File: src/rtl/tissue_loader_if.sv
// Row-load handshake between a row source and tissue_loader.
// master: drives rows; slave: the loader, which returns row_ready.
interface tissue_loader_if #(
   parameter int WIDTH = 30
) ();
   logic [WIDTH-1:0] row_in;
   logic             row_valid;
   logic             row_ready;

   modport master (output row_in, output row_valid, input row_ready);
   modport slave  (input row_in, input row_valid, output row_ready);
endinterface

File: src/rtl/tissue_loader.sv
// tissue_loader: buffers one frame of rows, streams it bit-serially into the
// tissue, kicks it with a one-cycle rst pulse and waits for its done edge.
// Optional feature macro: TISSUE_LOADER_RUN_TIMER_EN (RUN cycle counter,
// run_cycles report and MAX_RUN_CYCLES timeout).
module tissue_loader #(
   parameter int          TISSUE_WIDTH   = 30,
   parameter int          TISSUE_HEIGHT  = 3,
   parameter logic [31:0] MAX_RUN_CYCLES = 32'd1048576
) (
   input  logic                clk,
   input  logic                rst_n,
   tissue_loader_if.slave      row,
   output logic                tissue_init,
   output logic                tissue_cell_status,
   output logic                tissue_rst,
   input  logic                tissue_done,
   output logic                busy,
   output logic                run_done,
   output logic                run_timeout,
   output logic [31:0]         run_cycles
);
   localparam int XW = (TISSUE_WIDTH  > 1) ? $clog2(TISSUE_WIDTH)  : 1;
   localparam int YW = (TISSUE_HEIGHT > 1) ? $clog2(TISSUE_HEIGHT) : 1;

   typedef enum logic [1:0] {IDLE, STREAM, KICK, RUN} state_t;

   state_t state;
   logic [TISSUE_HEIGHT-1:0][TISSUE_WIDTH-1:0] frame;
   logic [YW-1:0] row_cnt;
   logic [XW-1:0] x, nx;
   logic [YW-1:0] y, ny;
   logic done_q, done_rise, accept, last_row, last_bit, first_bit;
`ifdef TISSUE_LOADER_RUN_TIMER_EN
   logic [31:0] cnt;
`endif

   assign row.row_ready = (state == IDLE);
   assign busy          = (state != IDLE);
   assign accept        = row.row_valid & row.row_ready;
   assign last_row      = (row_cnt == YW'(TISSUE_HEIGHT - 1));
   assign last_bit      = (x == XW'(TISSUE_WIDTH - 1)) && (y == YW'(TISSUE_HEIGHT - 1));
   assign done_rise     = tissue_done & ~done_q;
   // With a single-row frame, bit 0 arrives on the same edge that enters STREAM.
   assign first_bit     = (TISSUE_HEIGHT == 1) ? row.row_in[0] : frame[0][0];

   // Next stream position: row-major, bit 0 of each row first.
   always_comb begin
      nx = x + XW'(1);
      ny = y;
      if (x == XW'(TISSUE_WIDTH - 1)) begin
         nx = '0;
         ny = y + YW'(1);
      end
   end

   // Control FSM with registered tissue-side outputs and run reporting.
   always_ff @(posedge clk or negedge rst_n) begin
      if (!rst_n) begin
         state              <= IDLE;
         frame              <= '0;
         row_cnt            <= '0;
         x                  <= '0;
         y                  <= '0;
         tissue_init        <= 1'b0;
         tissue_cell_status <= 1'b0;
         tissue_rst         <= 1'b0;
         run_done           <= 1'b0;
         done_q             <= 1'b0;
`ifdef TISSUE_LOADER_RUN_TIMER_EN
         cnt                <= '0;
         run_cycles         <= '0;
         run_timeout        <= 1'b0;
`endif
      end else begin
         done_q   <= tissue_done;
         run_done <= 1'b0;
`ifdef TISSUE_LOADER_RUN_TIMER_EN
         run_timeout <= 1'b0;
`endif
         case (state)
            IDLE: begin
               if (accept) begin
                  frame[row_cnt] <= row.row_in;
                  row_cnt        <= row_cnt + YW'(1);
                  if (last_row) begin
                     state              <= STREAM;
                     x                  <= '0;
                     y                  <= '0;
                     tissue_init        <= 1'b1;
                     tissue_cell_status <= first_bit;
                  end
               end
            end
            STREAM: begin
               if (last_bit) begin
                  state              <= KICK;
                  tissue_init        <= 1'b0;
                  tissue_cell_status <= 1'b0;
                  tissue_rst         <= 1'b1;
               end else begin
                  x                  <= nx;
                  y                  <= ny;
                  tissue_cell_status <= frame[ny][nx];
               end
            end
            KICK: begin
               tissue_rst <= 1'b0;
               state      <= RUN;
`ifdef TISSUE_LOADER_RUN_TIMER_EN
               cnt        <= 32'd1;
`endif
            end
            RUN: begin
               // Only a fresh rising edge ends the run; a stale done level is ignored.
               if (done_rise) begin
                  run_done <= 1'b1;
                  row_cnt  <= '0;
                  state    <= IDLE;
`ifdef TISSUE_LOADER_RUN_TIMER_EN
                  run_cycles <= cnt;
`endif
               end
`ifdef TISSUE_LOADER_RUN_TIMER_EN
               else if (cnt == MAX_RUN_CYCLES) begin
                  run_done    <= 1'b1;
                  run_timeout <= 1'b1;
                  run_cycles  <= MAX_RUN_CYCLES;
                  row_cnt     <= '0;
                  state       <= IDLE;
               end else if (cnt != '1) begin
                  cnt <= cnt + 32'd1;
               end
`endif
            end
            default: state <= IDLE;
         endcase
      end
   end

`ifndef TISSUE_LOADER_RUN_TIMER_EN
   assign run_cycles  = '0;
   assign run_timeout = 1'b0;
`endif
endmodule
File: src/flat_wrapper.sv
// flat-port wrapper written by rule: the top's interface ports become plain ports
module tissue_loader_flat 
#(
   parameter int          TISSUE_WIDTH   = 30,
   parameter int          TISSUE_HEIGHT  = 3,
   parameter logic [31:0] MAX_RUN_CYCLES = 32'd1048576
)
  (clk, rst_n, tissue_init, tissue_cell_status, tissue_rst, tissue_done, busy, run_done, run_timeout, run_cycles, row_row_in, row_row_valid, row_row_ready);
  tissue_loader_if row_i ();
  input  logic clk;
  input  logic rst_n;
  output logic tissue_init;
  output logic tissue_cell_status;
  output logic tissue_rst;
  input  logic tissue_done;
  output logic busy;
  output logic run_done;
  output logic run_timeout;
  output logic [31:0] run_cycles;
  input wire logic [$bits(row_i.row_in)-1:0] row_row_in;
  input wire logic [$bits(row_i.row_valid)-1:0] row_row_valid;
  output wire logic [$bits(row_i.row_ready)-1:0] row_row_ready;
  assign row_i.row_in = row_row_in;
  assign row_i.row_valid = row_row_valid;
  assign row_row_ready = row_i.row_ready;
  tissue_loader #(.TISSUE_WIDTH(TISSUE_WIDTH), .TISSUE_HEIGHT(TISSUE_HEIGHT), .MAX_RUN_CYCLES(MAX_RUN_CYCLES)) u_core (.clk(clk), .rst_n(rst_n), .row(row_i), .tissue_init(tissue_init), .tissue_cell_status(tissue_cell_status), .tissue_rst(tissue_rst), .tissue_done(tissue_done), .busy(busy), .run_done(run_done), .run_timeout(run_timeout), .run_cycles(run_cycles));
endmodule
File: config.mk
export PLATFORM = sky130hd
export DESIGN_NAME = tissue_loader_flat
export DESIGN_NICKNAME = d
export VERILOG_FILES = /design/src/rtl/tissue_loader_if.sv /design/src/rtl/tissue_loader.sv /design/src/flat_wrapper.sv
export SDC_FILE = /design/constraint.sdc
export NUM_CORES = 1
export LEC_CHECK = 0
export ABC_AREA = 1
export ABC_CLOCK_PERIOD_IN_PS = 4900
export CORE_MARGIN = 5
export CORE_UTILIZATION = 30
export CTS_CLUSTER_DIAMETER = 50
export CTS_CLUSTER_SIZE = 28
export DETAILED_ROUTE_END_ITERATION = 6
export MAX_ROUTING_LAYER = met4
export PLACE_DENSITY_LB_ADDON = 0.1
export SKIP_LAST_GASP = 1
export SLEW_MARGIN = 20
export SYNTH_ARGS = -nofsm -noshare
export SYNTH_HDL_FRONTEND = slang
export SYNTH_SLANG_ARGS = --single-unit
File: constraint.sdc
create_clock -name clk -period 4.9 [get_ports clk]
set_input_delay 0.98 -clock clk [delete_from_list [all_inputs] [get_ports clk]]
set_output_delay 0.98 -clock clk [all_outputs]
set_load 0.005 [all_outputs]
==> metrics.txt <==
# TYPE chip_impl_metric gauge
chip_impl_info{name="yosys-top-cells-count",value="sky130_fd_sc_hd__nand2_1 (254), sky130_fd_sc_hd__inv_1 (122), sky130_fd_sc_hd__dfrtp_1 (106)"} 1
chip_impl_metric{name="nFillCells",unit=""} 1984
chip_impl_metric{name="floorplan.die_area",unit="mm^2"} 0.02166
chip_impl_metric{name="synth.lib_cells_used.distinct",unit=""} 25
chip_impl_metric{name="skew",unit="ns"} 0.008792
chip_impl_metric{name="number_of_enable_flip_flop_cells_after_synthesis",unit=""} 0
chip_impl_metric{name="p_leak",unit="nW"} 3.283
chip_impl_info{name="critical_path.startpoint_type",value="register"} 1
chip_impl_metric{name="ctsLongestPathBuffers",unit=""} 2
chip_impl_metric{name="initialDrtViolationCount",unit=""} 286
chip_impl_metric{name="core_region_area",unit="mm^2"} 0.01864
chip_impl_metric{name="final-instance-count-excl-fill",unit=""} 1024
chip_impl_metric{name="post-dp-hpwl",unit="um"} 9324
chip_impl_metric{name="worst-endpoint-required",unit="ns"} 3.92
chip_impl_metric{name="synth-compound-area-share",unit="%"} 11.51
chip_impl_metric{name="placement.io_buffers",unit=""} 39
chip_impl_metric{name="globalRoute.totalOverflow",unit=""} 0
chip_impl_metric{name="synthesized_instance_count",unit=""} 762
chip_impl_metric{name="power_switching",unit="mW"} 0.3700
chip_impl_metric{name="cp_max_fo",unit=""} 8
chip_impl_metric{name="cts-buffers-inserted",unit=""} 9
chip_impl_metric{name="synthArstFlopShare",unit="%"} 100.0
chip_impl_metric{name="timing.final.setup_violations",unit=""} 0
chip_impl_metric{name="maximum_number_of_pins_on_one_net_before_global_route_repair",unit=""} 63
chip_impl_metric{name="synth_simple_gate_area_share",unit="%"} 23.83
chip_impl_metric{name="final_min_period_over_clock_period",unit="%"} 57.95
chip_impl_metric{name="multiInputGateArea",unit="mm^2"} 0.002262
chip_impl_metric{name="synthAdderAreaFrac",unit="%"} 2.217
chip_impl_metric{name="antenna_found_initial",unit=""} 0
chip_impl_metric{name="syn_to_final_growth",unit="%"} 13.21
chip_impl_metric{name="yosys_warnings",unit=""} 0
chip_impl_metric{name="yosys.area_share.xor_xnor",unit="%"} 0
chip_impl_metric{name="power.density_cell_area",unit="mW/mm^2"} 260.0
chip_impl_metric{name="timing.final.max_slew_violations",unit=""} 0
chip_impl_metric{name="post_synth.cell_area_avg",unit="um^2"} 7.407
chip_impl_metric{name="yosys_register_bits",unit=""} 106
chip_impl_info{name="ys_top_cells_by_area",value="sky130_fd_sc_hd__dfrtp_1 (47%), sky130_fd_sc_hd__nand2_1 (17%), sky130_fd_sc_hd__o21ai_0 (8.5%)"} 1
chip_impl_info{name="timing.critical_path.to_type",value="output pin"} 1
chip_impl_metric{name="max_freq",unit="MHz"} 352.2
chip_impl_metric{name="switching_share",unit="%"} 22.27
chip_impl_metric{name="power_frac_clock",unit="%"} 41.3
chip_impl_metric{name="clkLatencyLatePin",unit="ns"} 0.34
chip_impl_metric{name="drt_wl_total",unit="um"} 14550
chip_impl_metric{name="clock_tree.htree_level_count",unit=""} 3
chip_impl_metric{name="timing.max_slew.rel_slack",unit="%"} 38.03
chip_impl_metric{name="gp_congestion",unit=""} 0.7457
chip_impl_metric{name="max_cap_violations",unit=""} 0
chip_impl_info{name="clock-root-buffer",value="sky130_fd_sc_hd__clkbuf_16"} 1
chip_impl_metric{name="floorplan.die.width",unit="um"} 147.2
chip_impl_metric{name="detailedPlace.worstSlack",unit="ns"} 1.845
chip_impl_metric{name="placementRows",unit=""} 50
chip_impl_metric{name="storage_element_area",unit="mm^2"} 0.002653
chip_impl_metric{name="initial_utilization",unit="%"} 30.28
chip_impl_info{name="dominant_combinational_cell_family_by_area_after_synthesis",value="simple AND/OR/NAND/NOR gates"} 1
chip_impl_metric{name="timing.setup.tns",unit="ns"} 0
chip_impl_metric{name="post_synth_instance_area",unit="mm^2"} 0.005644
chip_impl_metric{name="grt_usage",unit="%"} 14.27
chip_impl_metric{name="tritoncts_num_sinks",unit=""} 106
chip_impl_metric{name="vias_in_the_first_global_route",unit=""} 4497
chip_impl_metric{name="synth.mux.area_fraction",unit="%"} 0
chip_impl_metric{name="fin_ws",unit="ns"} 2.061
chip_impl_info{name="rsz0062_at_grt",value="no"} 1
chip_impl_metric{name="cts-hold-fix-buffers",unit=""} 0
chip_impl_metric{name="comb_pwr_share",unit="%"} 4.9
chip_impl_metric{name="sequential_share_of_power",unit="%"} 53.8
chip_impl_metric{name="power.ir.vdd_worst",unit="V"} 0.0001435
chip_impl_metric{name="pin_count",unit=""} 73
chip_impl_metric{name="worst_setup_hold_path_clk_slew",unit="ns"} 0.07
chip_impl_metric{name="drt_pre_antenna_iters",unit=""} 4
chip_impl_metric{name="period_minus_slack",unit="ns"} 2.839
chip_impl_metric{name="timing.final.hold_violations",unit=""} 0
chip_impl_metric{name="detail_route.vias_per_cell",unit=""} 4.445
chip_impl_metric{name="drtAntennaViolNets",unit=""} 0
chip_impl_metric{name="transition_time_at_the_pin_with_the_least_slew_margin",unit="ns"} 0.9273
chip_impl_info{name="outcome",value="complete, no violations"} 1
chip_impl_metric{name="die_h",unit="um"} 147.2
chip_impl_metric{name="antenna-diode-count",unit=""} 0
chip_impl_info{name="hold_path_class",value="reg2reg"} 1
chip_impl_info{name="cts_tree",value="built"} 1
chip_impl_metric{name="timing.critical_path.arrival",unit="ns"} 1.86
chip_impl_metric{name="cts_resized",unit=""} 0
chip_impl_metric{name="internal_power",unit="mW"} 1.292
chip_impl_metric{name="worst_hold_slack_across_all_endpoints",unit="ns"} 0.4331
chip_impl_metric{name="layout-drive-gt1-share",unit="%"} 4.304
chip_impl_info{name="classification_of_the_worst_setup_path",value="reg2out"} 1
chip_impl_metric{name="finish.net_count",unit=""} 830
chip_impl_info{name="yosysTopAreaCell",value="sky130_fd_sc_hd__dfrtp_1"} 1
chip_impl_info{name="ys_dominant_reg_cell",value="sky130_fd_sc_hd__dfrtp_1"} 1
chip_impl_info{name="synth.most_common_cell",value="sky130_fd_sc_hd__nand2_1"} 1
chip_impl_metric{name="placed_cells",unit=""} 1009
chip_impl_metric{name="route.detailed.wl_per_inst",unit="um"} 14.20
chip_impl_metric{name="synth_top_cell_area_share",unit="%"} 47.00
chip_impl_metric{name="finalCoreUtilization",unit="%"} 34.28
chip_impl_metric{name="vias",unit=""} 4552
chip_impl_metric{name="grt_pass1_wl",unit="um"} 23870
chip_impl_metric{name="remaining_drc_errors",unit=""} 0
chip_impl_metric{name="synth-seq-area-share",unit="%"} 47.00
chip_impl_metric{name="cts_post_setup_buffers_inserted",unit=""} 0
-- cell families (layout without fill, tap and decap cells) --
| group | Yosys count | count (layout) |
|---|---|---|
| DFF | 106 | 106 |
| and+or+nand+nor | 330 | 330 |
| buffers and inverters | 189 | 185 |
| other | 1 | 33 |
| adders and majority gates | 10 | 10 |
| AOI/OAI and AO/OA | 126 | 126 |
-- power groups by stage --
| stage | sequential (mW) | combinational (mW) | clock, mW |
|---|---|---|---|
| after global placement | 0.911 | 0.0822 | 0 |
| after CTS | 0.894 | 0.0839 | 0.718 |
| after global routing | 0.895 | 0.0950 | 0.758 |
| after floorplan | 0.911 | 0.0446 | 0 |
| after detailed placement | 0.911 | 0.0832 | 0 |
| final | 0.894 | 0.0817 | 0.686 |
-- routing by layer --
metal	track usage [%]	part of all wire [%]
met1	18.80	49
met2	22.65	46
met3	2.838	3.5
met4	3.635	1.4
met5	-	0
-- sequential cells by signal, summed over array words and instances (netlist names) --
register,flops
u_core.first_bit,1
u_core.frame,89
u_core.x,5
u_core.tissue_init,1
u_core.state,2
u_core.tissue_cell_status,1
u_core.y,2
u_core.run_done,1
u_core.row_cnt,2
u_core.done_q,1
u_core.tissue_rst,1
-- stage by stage --
step	total power, mW	instance area (um^2)
floorplan	0.9552	5764
global placement	0.9933	6117
detailed placement	0.9947	6117
CTS	1.696	6390
global route	1.748	6390
finish	1.662	6390
-- layout make-up --
| class | instances | share of cell area [%] |
|---|---|---|
| Clock buffer | 13 | 4.073 |
| Tap cell | 234 | 4.582 |
| Sequential cell | 106 | 41.51 |
| Timing Repair Buffer | 47 | 7.010 |
| Inverter | 123 | 7.225 |
| Clock inverter | 2 | 0.1958 |
| Multi-Input combinational cell | 499 | 35.40 |
-- path summary, 6_finish.rpt --
check	depth (start not counted)	startpoint	slack [ns]	to
min in group asynchronous	1	rst_n	0.72	u_core.run_done
hold reg to reg	1	u_core.done_q	0.43	u_core.run_done
hold / removal	1	u_core.done_q	0.43	u_core.run_done
max in group asynchronous	2	rst_n	3.02	u_core.frame[46]
setup / recovery	4	u_core.state[0]	2.06	busy
setup reg to reg	14	u_core.x[1]	2.11	u_core.tissue_cell_status
-- cell usage in the layout (no fill, tap or decap), types with 4 or more instances in the layout --
cell and count:
sky130_fd_sc_hd__nand2_1 254, sky130_fd_sc_hd__inv_1 121, sky130_fd_sc_hd__dfrtp_1 106, sky130_fd_sc_hd__o21ai_0 96, sky130_fd_sc_hd__nand3_1 60, sky130_fd_sc_hd__clkdlybuf4s50_1 38, sky130_fd_sc_hd__conb_1 33, sky130_fd_sc_hd__a21oi_1 18
sky130_fd_sc_hd__ha_1 10, sky130_fd_sc_hd__clkbuf_16 9, sky130_fd_sc_hd__buf_4 9, sky130_fd_sc_hd__o22ai_1 8, sky130_fd_sc_hd__nand2_2 4, sky130_fd_sc_hd__nor2_1 4
-- worst max-delay path: stages (launching register included) --
cell and delay, ns:
sky130_fd_sc_hd__dfrtp_1 0.41, sky130_fd_sc_hd__inv_1 0.11, sky130_fd_sc_hd__ha_1 0.37, sky130_fd_sc_hd__inv_1 0.15, sky130_fd_sc_hd__clkdlybuf4s50_1 0.48
Note: power is estimated with default switching activity, not from simulation.
